**config.mk**
```make
export PLATFORM = sky130hd
export DESIGN_NAME = fourbit_bitset_arbiter_flat
export DESIGN_NICKNAME = d
export VERILOG_FILES = /design/src/rtl/fourbit_bitset_arbiter_if.sv /design/src/rtl/fourbit_bitset_arbiter.sv /design/src/flat_wrapper.sv
export SDC_FILE = /design/constraint.sdc
export NUM_CORES = 1
export LEC_CHECK = 0
export ABC_AREA = 1
export CAP_MARGIN = 20
export CORE_MARGIN = 5
export CORE_UTILIZATION = 44
export CTS_CLUSTER_DIAMETER = 80
export DETAILED_ROUTE_END_ITERATION = 10
export PLACE_DENSITY_LB_ADDON = 0.25
export SYNTH_ARGS = -nofsm -noshare
export SYNTH_HDL_FRONTEND = slang
export SYNTH_SLANG_ARGS = --single-unit
```
**constraint.sdc**
```tcl
create_clock -name clk -period 1.6 [get_ports clk]
set_input_delay 0.32 -clock clk [delete_from_list [all_inputs] [get_ports clk]]
set_output_delay 0.32 -clock clk [all_outputs]
set_load 0.01 [all_outputs]
```
**src/rtl/fourbit_bitset_arbiter_if.sv**
```systemverilog
// Bus bundle for fourbit_bitset_arbiter. Carries two single-bit set/clear
// requesters, the fill control, and the register contents. The requesters
// and the fill agent sit on the master side; the arbiter is the slave.
interface fourbit_bitset_arbiter_if;
    logic       req0;
    logic [1:0] index0;
    logic       value0;
    logic       ack0;
    logic       req1;
    logic [1:0] index1;
    logic       value1;
    logic       ack1;
    logic       fill_req;
    logic       fill_value;
    logic       fill_busy;
    logic       fill_done;
    logic [3:0] y;

    modport master (
        output req0, index0, value0, req1, index1, value1, fill_req, fill_value,
        input  ack0, ack1, fill_busy, fill_done, y
    );

    modport slave (
        input  req0, index0, value0, req1, index1, value1, fill_req, fill_value,
        output ack0, ack1, fill_busy, fill_done, y
    );
endinterface

```
**src/rtl/fourbit_bitset_arbiter.sv**
```systemverilog
// fourbit_bitset_arbiter: owns a 4-bit register. It shares a one-bit-per-cycle
// write datapath between two requesters, using round-robin arbitration, and
// a 4-cycle fill sequencer.
// Optional macro FOURBIT_BITSET_ARB_FIXED_PRIO_EN: when defined, req0 always
// beats req1 and the round-robin pointer is not built.
module fourbit_bitset_arbiter #(
    parameter logic [3:0] RESET_VALUE = 4'b0000
) (
    input  logic                          clk,
    input  logic                          reset,
    fourbit_bitset_arbiter_if.slave       bus
);

    typedef enum logic {IDLE, FILL} state_t;

    state_t     state_q, state_d;
    logic [1:0] cnt_q, cnt_d;
    logic       fill_val_q, fill_val_d;
    logic [3:0] y_q, y_d;
    logic       ack0_q, ack0_d;
    logic       ack1_q, ack1_d;
    logic       busy_q, busy_d;
    logic       done_q, done_d;
`ifndef FOURBIT_BITSET_ARB_FIXED_PRIO_EN
    logic       rr_q, rr_d;
`endif

    logic       elig0, elig1;
    logic       grant0, grant1;
    logic       wr_en;
    logic [1:0] sel_index;
    logic       sel_value;

    // Eligibility: a requester whose ack is high this cycle has just been
    // served and is still holding the old command, so it sits out one cycle.
    always_comb begin
        elig0 = bus.req0 & ~ack0_q;
        elig1 = bus.req1 & ~ack1_q;
`ifdef FOURBIT_BITSET_ARB_FIXED_PRIO_EN
        grant0 = elig0;
        grant1 = elig1 & ~elig0;
`else
        grant1 = elig1 & (~elig0 | rr_q);
        grant0 = elig0 & ~grant1;
`endif
    end

    // Control: IDLE arbitrates (fill first, then requesters). FILL walks the counter.
    always_comb begin
        state_d    = state_q;
        cnt_d      = cnt_q;
        fill_val_d = fill_val_q;
        ack0_d     = 1'b0;
        ack1_d     = 1'b0;
        busy_d     = busy_q;
        done_d     = 1'b0;
`ifndef FOURBIT_BITSET_ARB_FIXED_PRIO_EN
        rr_d       = rr_q;
`endif
        wr_en      = 1'b0;
        sel_index  = cnt_q;
        sel_value  = fill_val_q;
        case (state_q)
            IDLE: begin
                if (bus.fill_req) begin
                    fill_val_d = bus.fill_value;
                    state_d    = FILL;
                    cnt_d      = 2'd0;
                    busy_d     = 1'b1;
                end else if (grant0) begin
                    wr_en     = 1'b1;
                    sel_index = bus.index0;
                    sel_value = bus.value0;
                    ack0_d    = 1'b1;
`ifndef FOURBIT_BITSET_ARB_FIXED_PRIO_EN
                    rr_d      = 1'b1;
`endif
                end else if (grant1) begin
                    wr_en     = 1'b1;
                    sel_index = bus.index1;
                    sel_value = bus.value1;
                    ack1_d    = 1'b1;
`ifndef FOURBIT_BITSET_ARB_FIXED_PRIO_EN
                    rr_d      = 1'b0;
`endif
                end
            end
            FILL: begin
                wr_en = 1'b1;
                cnt_d = cnt_q + 2'd1;
                if (cnt_q == 2'd3) begin
                    state_d = IDLE;
                    busy_d  = 1'b0;
                    done_d  = 1'b1;
                end
            end
            default: state_d = IDLE;
        endcase
    end

    // Shared datapath: replace exactly one bit of y when a write is selected.
    always_comb begin
        y_d = y_q;
        if (wr_en) y_d[sel_index] = sel_value;
    end

    // State and registered outputs; reset overrides everything, including mid-fill.
    always_ff @(posedge clk) begin
        if (reset) begin
            state_q    <= IDLE;
            cnt_q      <= 2'd0;
            fill_val_q <= 1'b0;
            y_q        <= RESET_VALUE;
            ack0_q     <= 1'b0;
            ack1_q     <= 1'b0;
            busy_q     <= 1'b0;
            done_q     <= 1'b0;
`ifndef FOURBIT_BITSET_ARB_FIXED_PRIO_EN
            rr_q       <= 1'b0;
`endif
        end else begin
            state_q    <= state_d;
            cnt_q      <= cnt_d;
            fill_val_q <= fill_val_d;
            y_q        <= y_d;
            ack0_q     <= ack0_d;
            ack1_q     <= ack1_d;
            busy_q     <= busy_d;
            done_q     <= done_d;
`ifndef FOURBIT_BITSET_ARB_FIXED_PRIO_EN
            rr_q       <= rr_d;
`endif
        end
    end

    assign bus.y         = y_q;
    assign bus.ack0      = ack0_q;
    assign bus.ack1      = ack1_q;
    assign bus.fill_busy = busy_q;
    assign bus.fill_done = done_q;

endmodule

```
**src/flat_wrapper.sv**
```systemverilog
// flat-port wrapper written by rule: the top's interface ports become plain ports
module fourbit_bitset_arbiter_flat 
#(
    parameter logic [3:0] RESET_VALUE = 4'b0000
)
  (clk, reset, bus_req0, bus_index0, bus_value0, bus_req1, bus_index1, bus_value1, bus_fill_req, bus_fill_value, bus_ack0, bus_ack1, bus_fill_busy, bus_fill_done, bus_y);
  fourbit_bitset_arbiter_if bus_i ();
  input  logic clk;
  input  logic reset;
  input wire logic [$bits(bus_i.req0)-1:0] bus_req0;
  input wire logic [$bits(bus_i.index0)-1:0] bus_index0;
  input wire logic [$bits(bus_i.value0)-1:0] bus_value0;
  input wire logic [$bits(bus_i.req1)-1:0] bus_req1;
  input wire logic [$bits(bus_i.index1)-1:0] bus_index1;
  input wire logic [$bits(bus_i.value1)-1:0] bus_value1;
  input wire logic [$bits(bus_i.fill_req)-1:0] bus_fill_req;
  input wire logic [$bits(bus_i.fill_value)-1:0] bus_fill_value;
  output wire logic [$bits(bus_i.ack0)-1:0] bus_ack0;
  output wire logic [$bits(bus_i.ack1)-1:0] bus_ack1;
  output wire logic [$bits(bus_i.fill_busy)-1:0] bus_fill_busy;
  output wire logic [$bits(bus_i.fill_done)-1:0] bus_fill_done;
  output wire logic [$bits(bus_i.y)-1:0] bus_y;
  assign bus_i.req0 = bus_req0;
  assign bus_i.index0 = bus_index0;
  assign bus_i.value0 = bus_value0;
  assign bus_i.req1 = bus_req1;
  assign bus_i.index1 = bus_index1;
  assign bus_i.value1 = bus_value1;
  assign bus_i.fill_req = bus_fill_req;
  assign bus_i.fill_value = bus_fill_value;
  assign bus_ack0 = bus_i.ack0;
  assign bus_ack1 = bus_i.ack1;
  assign bus_fill_busy = bus_i.fill_busy;
  assign bus_fill_done = bus_i.fill_done;
  assign bus_y = bus_i.y;
  fourbit_bitset_arbiter #(.RESET_VALUE(RESET_VALUE)) u_core (.clk(clk), .reset(reset), .bus(bus_i));
endmodule
```
==> results.md <==
Run status:
- The run finished with clean final reports.

Floorplanning:
- In this run the count of I/O pins placed on the die edge is 20.
- The die covers 2430 sq um.
- The core region area is 1490 sq um.
- Measured along the x axis, the die boundary spans 49.3 microns.
- The initial cell density of the core is 0.456.
- Row generation in the floorplan step produced 14 rows.
- The die extent in y is 49.3 microns.

Synthesis:
- In the post-synthesis netlist, the biggest area contributors are dfxtp_1 38%, nand2_1 12%, nor2_1 11%.
- The share of synthesized area in the top cell type comes to 0.383.
- Summed over all instances, the cell type with the most area after synthesis is dfxtp_1.
- The count of warnings emitted by yosys is 0.
- The count of distinct cell types in the synthesized netlist is 18.
- The net count after synthesis is 113.
- The average instance in the mapped netlist occupies 6.79 sq um.
- In this run the cell area of the synthesized design comes to 679 sq um.
- For this run, the register share of the synthesized area comes to 0.383.
- The register bit total from synthesis is 13.
- The cell count after synthesis came out at 100.

STA:
- The number of hold violations in the final report is 0.
- The headroom to the max-slew limit is 0.849.
- The worst slack on hold paths is 461 ps.
- For the finished layout, the period the worst path requires is 1510 ps.
- The final worst slack is 93.9 ps.
- The number of pins exceeding their max-slew limit in the final report is 0.
- Setup violations remaining at the end of the flow were counted as 0.
- Of the available clock period, the critical path in the final layout requires 0.941.
- Setup repair after global routing left no endpoint under its margin.
- The highest achievable clock rate is 0.664 GHz.
- The post-route clock skew is 2.86 ps.
- The worst-margin pin slew is 227 ps.

Placement:
- The quantity of I/O buffers inserted on ports is 19.
- The sum of net half-perimeters after detailed placement is 1.25 mm.
- The congestion estimate from routability-driven global placement came to 0.872.
- Prior to clock tree synthesis, the placed netlist has a worst setup slack of -171 ps.

Setup path:
- Together, buffers and inverters on the worst path number 1.
- The required time reported for the critical path endpoint is 1280 ps.
- STA classifies the critical path endpoint as an output pin.
- The worst setup path is launched from a register.
- For the worst setup path, the data arrival time is 1190 ps.
- The maximum fanout along the worst path is 2.
- The kind of cell with the highest combined delay along the critical path is buffers and inverters.
- For this design, the slowest cell found on the critical path is clkdlybuf4s50_1.
- Walking the worst path, the cells encountered are clkdlybuf4s50_1.
- The critical setup path kind is reg -> out.
- The delay of the slowest cell on the worst path is 550 ps.

Cells and area:
- The share of cells above drive strength 1 is 0.208.
- The relative area change from synthesis to final layout is 42.9%.
- The number of antenna diodes in the final layout is 0.
- Once layout is complete, the utilization of the core stands at 0.652.
- In the final design database the tool counted 144 nets.
- In the layout the commonest cells are 20 x nand2_1, 20 x nor2_1, 19 x clkdlybuf4s50_1, 15 x inv_1, 13 x dfxtp_1.

Power:
- The portion of total power attributed to the clock network is 0.275.
- The share of total power dissipated in sequential elements is 0.475.
- Of the total power, combinational logic draws 0.250.
- The total power draw is 0.000754 W.
- Of the total power, the share spent switching nets is 0.291.
- The peak supply drop is 0.000553 V.
- The power density relative to cell area is 777 nW/um^2.
- The net switching power is 0.000219 W.
- The static leakage is 0.482 nW.
- The internal power summed over all cells is 0.000535 W.

Drt:
- The detailed-router iteration count before antenna repair is 2.
- For this block, the via count after detailed routing is 667.
- After detailed routing, the average wire length per cell comes to 10.2 microns.
- Using the TritonRoute via totals, the vias-per-cell ratio works out to 4.57.
- The first-iteration detailed-routing DRC count is 6.
- The remaining routing DRC violations is 0.
- The detail route stage leaves a number of antenna-violating nets equal to 0.
- The total length of routed wires is 1.49 mm.

Clock network:
- In this run the number of H-tree levels came out at 1.
- The number of clock sinks seen by CTS is 13.
- The number of setup buffers added after CTS is 0.
- After clock tree synthesis, the clock-pin slew on the worst setup and hold paths is 80 ps.
- In this run the clock root is driven by a clkbuf_4.
- The clock passes through at most 2 buffers.
- The number of gates resized after CTS was 0.
- The clock latency at the later pin of the worst-skew pair is 280 ps.
- The TritonCTS clock tree is built.
- The number of clock buffers inserted by TritonCTS is 3.
- Hold repair after CTS inserted 0 buffers.

GRT:
- For met1 alone, demand over resource in global routing was 0.160.
- Entering global routing, the biggest net connects 8 pins.
- The global routing usage on met3 is 0.0428.
- The global routing's busiest layer is met2.
- The met2 track utilization from global routing is 0.212.
- The initial antenna violation count is 0.
- The first global-routing pass estimated 2.58 mm of wire.
- The all-layer global routing usage is 0.134.
- The total global routing overflow is 0.
- The via count of the first global-routing pass is 660.

Flow run:
- The max-cap violation count is 0.

Worst hold path:
- The type of the most critical hold path is reg -> reg.
synth_stat cells (all sizes together):
master  count
a21oi       4
ha          1
o21ai       3
nor2       23
nand3       9
inv        18
dfxtp      13
nand4       1
nand2      27
nor3        1
cells by family (layout without fill, tap and decap cells):
kind of cell	after synthesis	in the layout	synth area share
fa+ha+maj	1	1	0.0184
compound gates	7	7	0.0516
buf+inv	18	48	0.103
flops	13	13	0.383
simple gates	61	61	0.444
registers in the layout (all words and copies together) (netlist names):
name                  flops
u_core.rr_q               1
u_core.bus.fill_busy      1
u_core.cnt_q              2
u_core.bus.y              4
u_core.fill_val_q         1
u_core.bus.ack0           1
u_core.bus.fill_done      1
u_core.bus.ack1           1
u_core.state_q            1
power by group through the flow:
stage          logic [W]  registers (W)  clock network, W
2_1_floorplan  0.0000984       0.000369                 0
3_3_place_gp    0.000184       0.000365                 0
3_5_place_dp    0.000189       0.000366                 0
4_1_cts         0.000190       0.000358          0.000212
5_1_grt         0.000211       0.000361          0.000228
6_report        0.000189       0.000358          0.000207
per-stage QoR:
| step | instances | cell area [sq um] | TNS [ps] |
|---|---|---|---|
| 2_1_floorplan | 100 | 679 | 0 |
| 3_3_place_gp | 142 | 942 | -458 |
| 3_5_place_dp | 142 | 942 | -650 |
| 4_1_cts | 146 | 968 | 0 |
| 5_1_grt | 146 | 971 | 0 |
| 6_report | 146 | 971 | 0 |
routing by layer:
metal,vias to the layer above,routed length (microns)
met3,5,67
met1,287,667
met5,-,0
met4,0,38
met2,11,718
li1,364,-
path summary, 6_finish.rpt:
kind / cells after the start / slack [ps] / from / end
min: 2 / 460 / u_core.rr_q / u_core.rr_q
max: 1 / 90 / u_core.bus.ack0 / bus_ack0
min reg2reg: 2 / 460 / u_core.rr_q / u_core.rr_q
max reg2reg: 9 / 270 / u_core.state_q / u_core.bus.y[0]
layout make-up:
class | count | area (sq um)
Clock buffer | 4 | 26.3
Fill cell | 137 | 518
Inverter | 18 | 70.1
Multi-Input combinational cell | 69 | 352
Sequential cell | 13 | 260
Tap cell | 16 | 20.0
Timing Repair Buffer | 26 | 243
No activity file was read; power rests on OpenSTA's default activity.
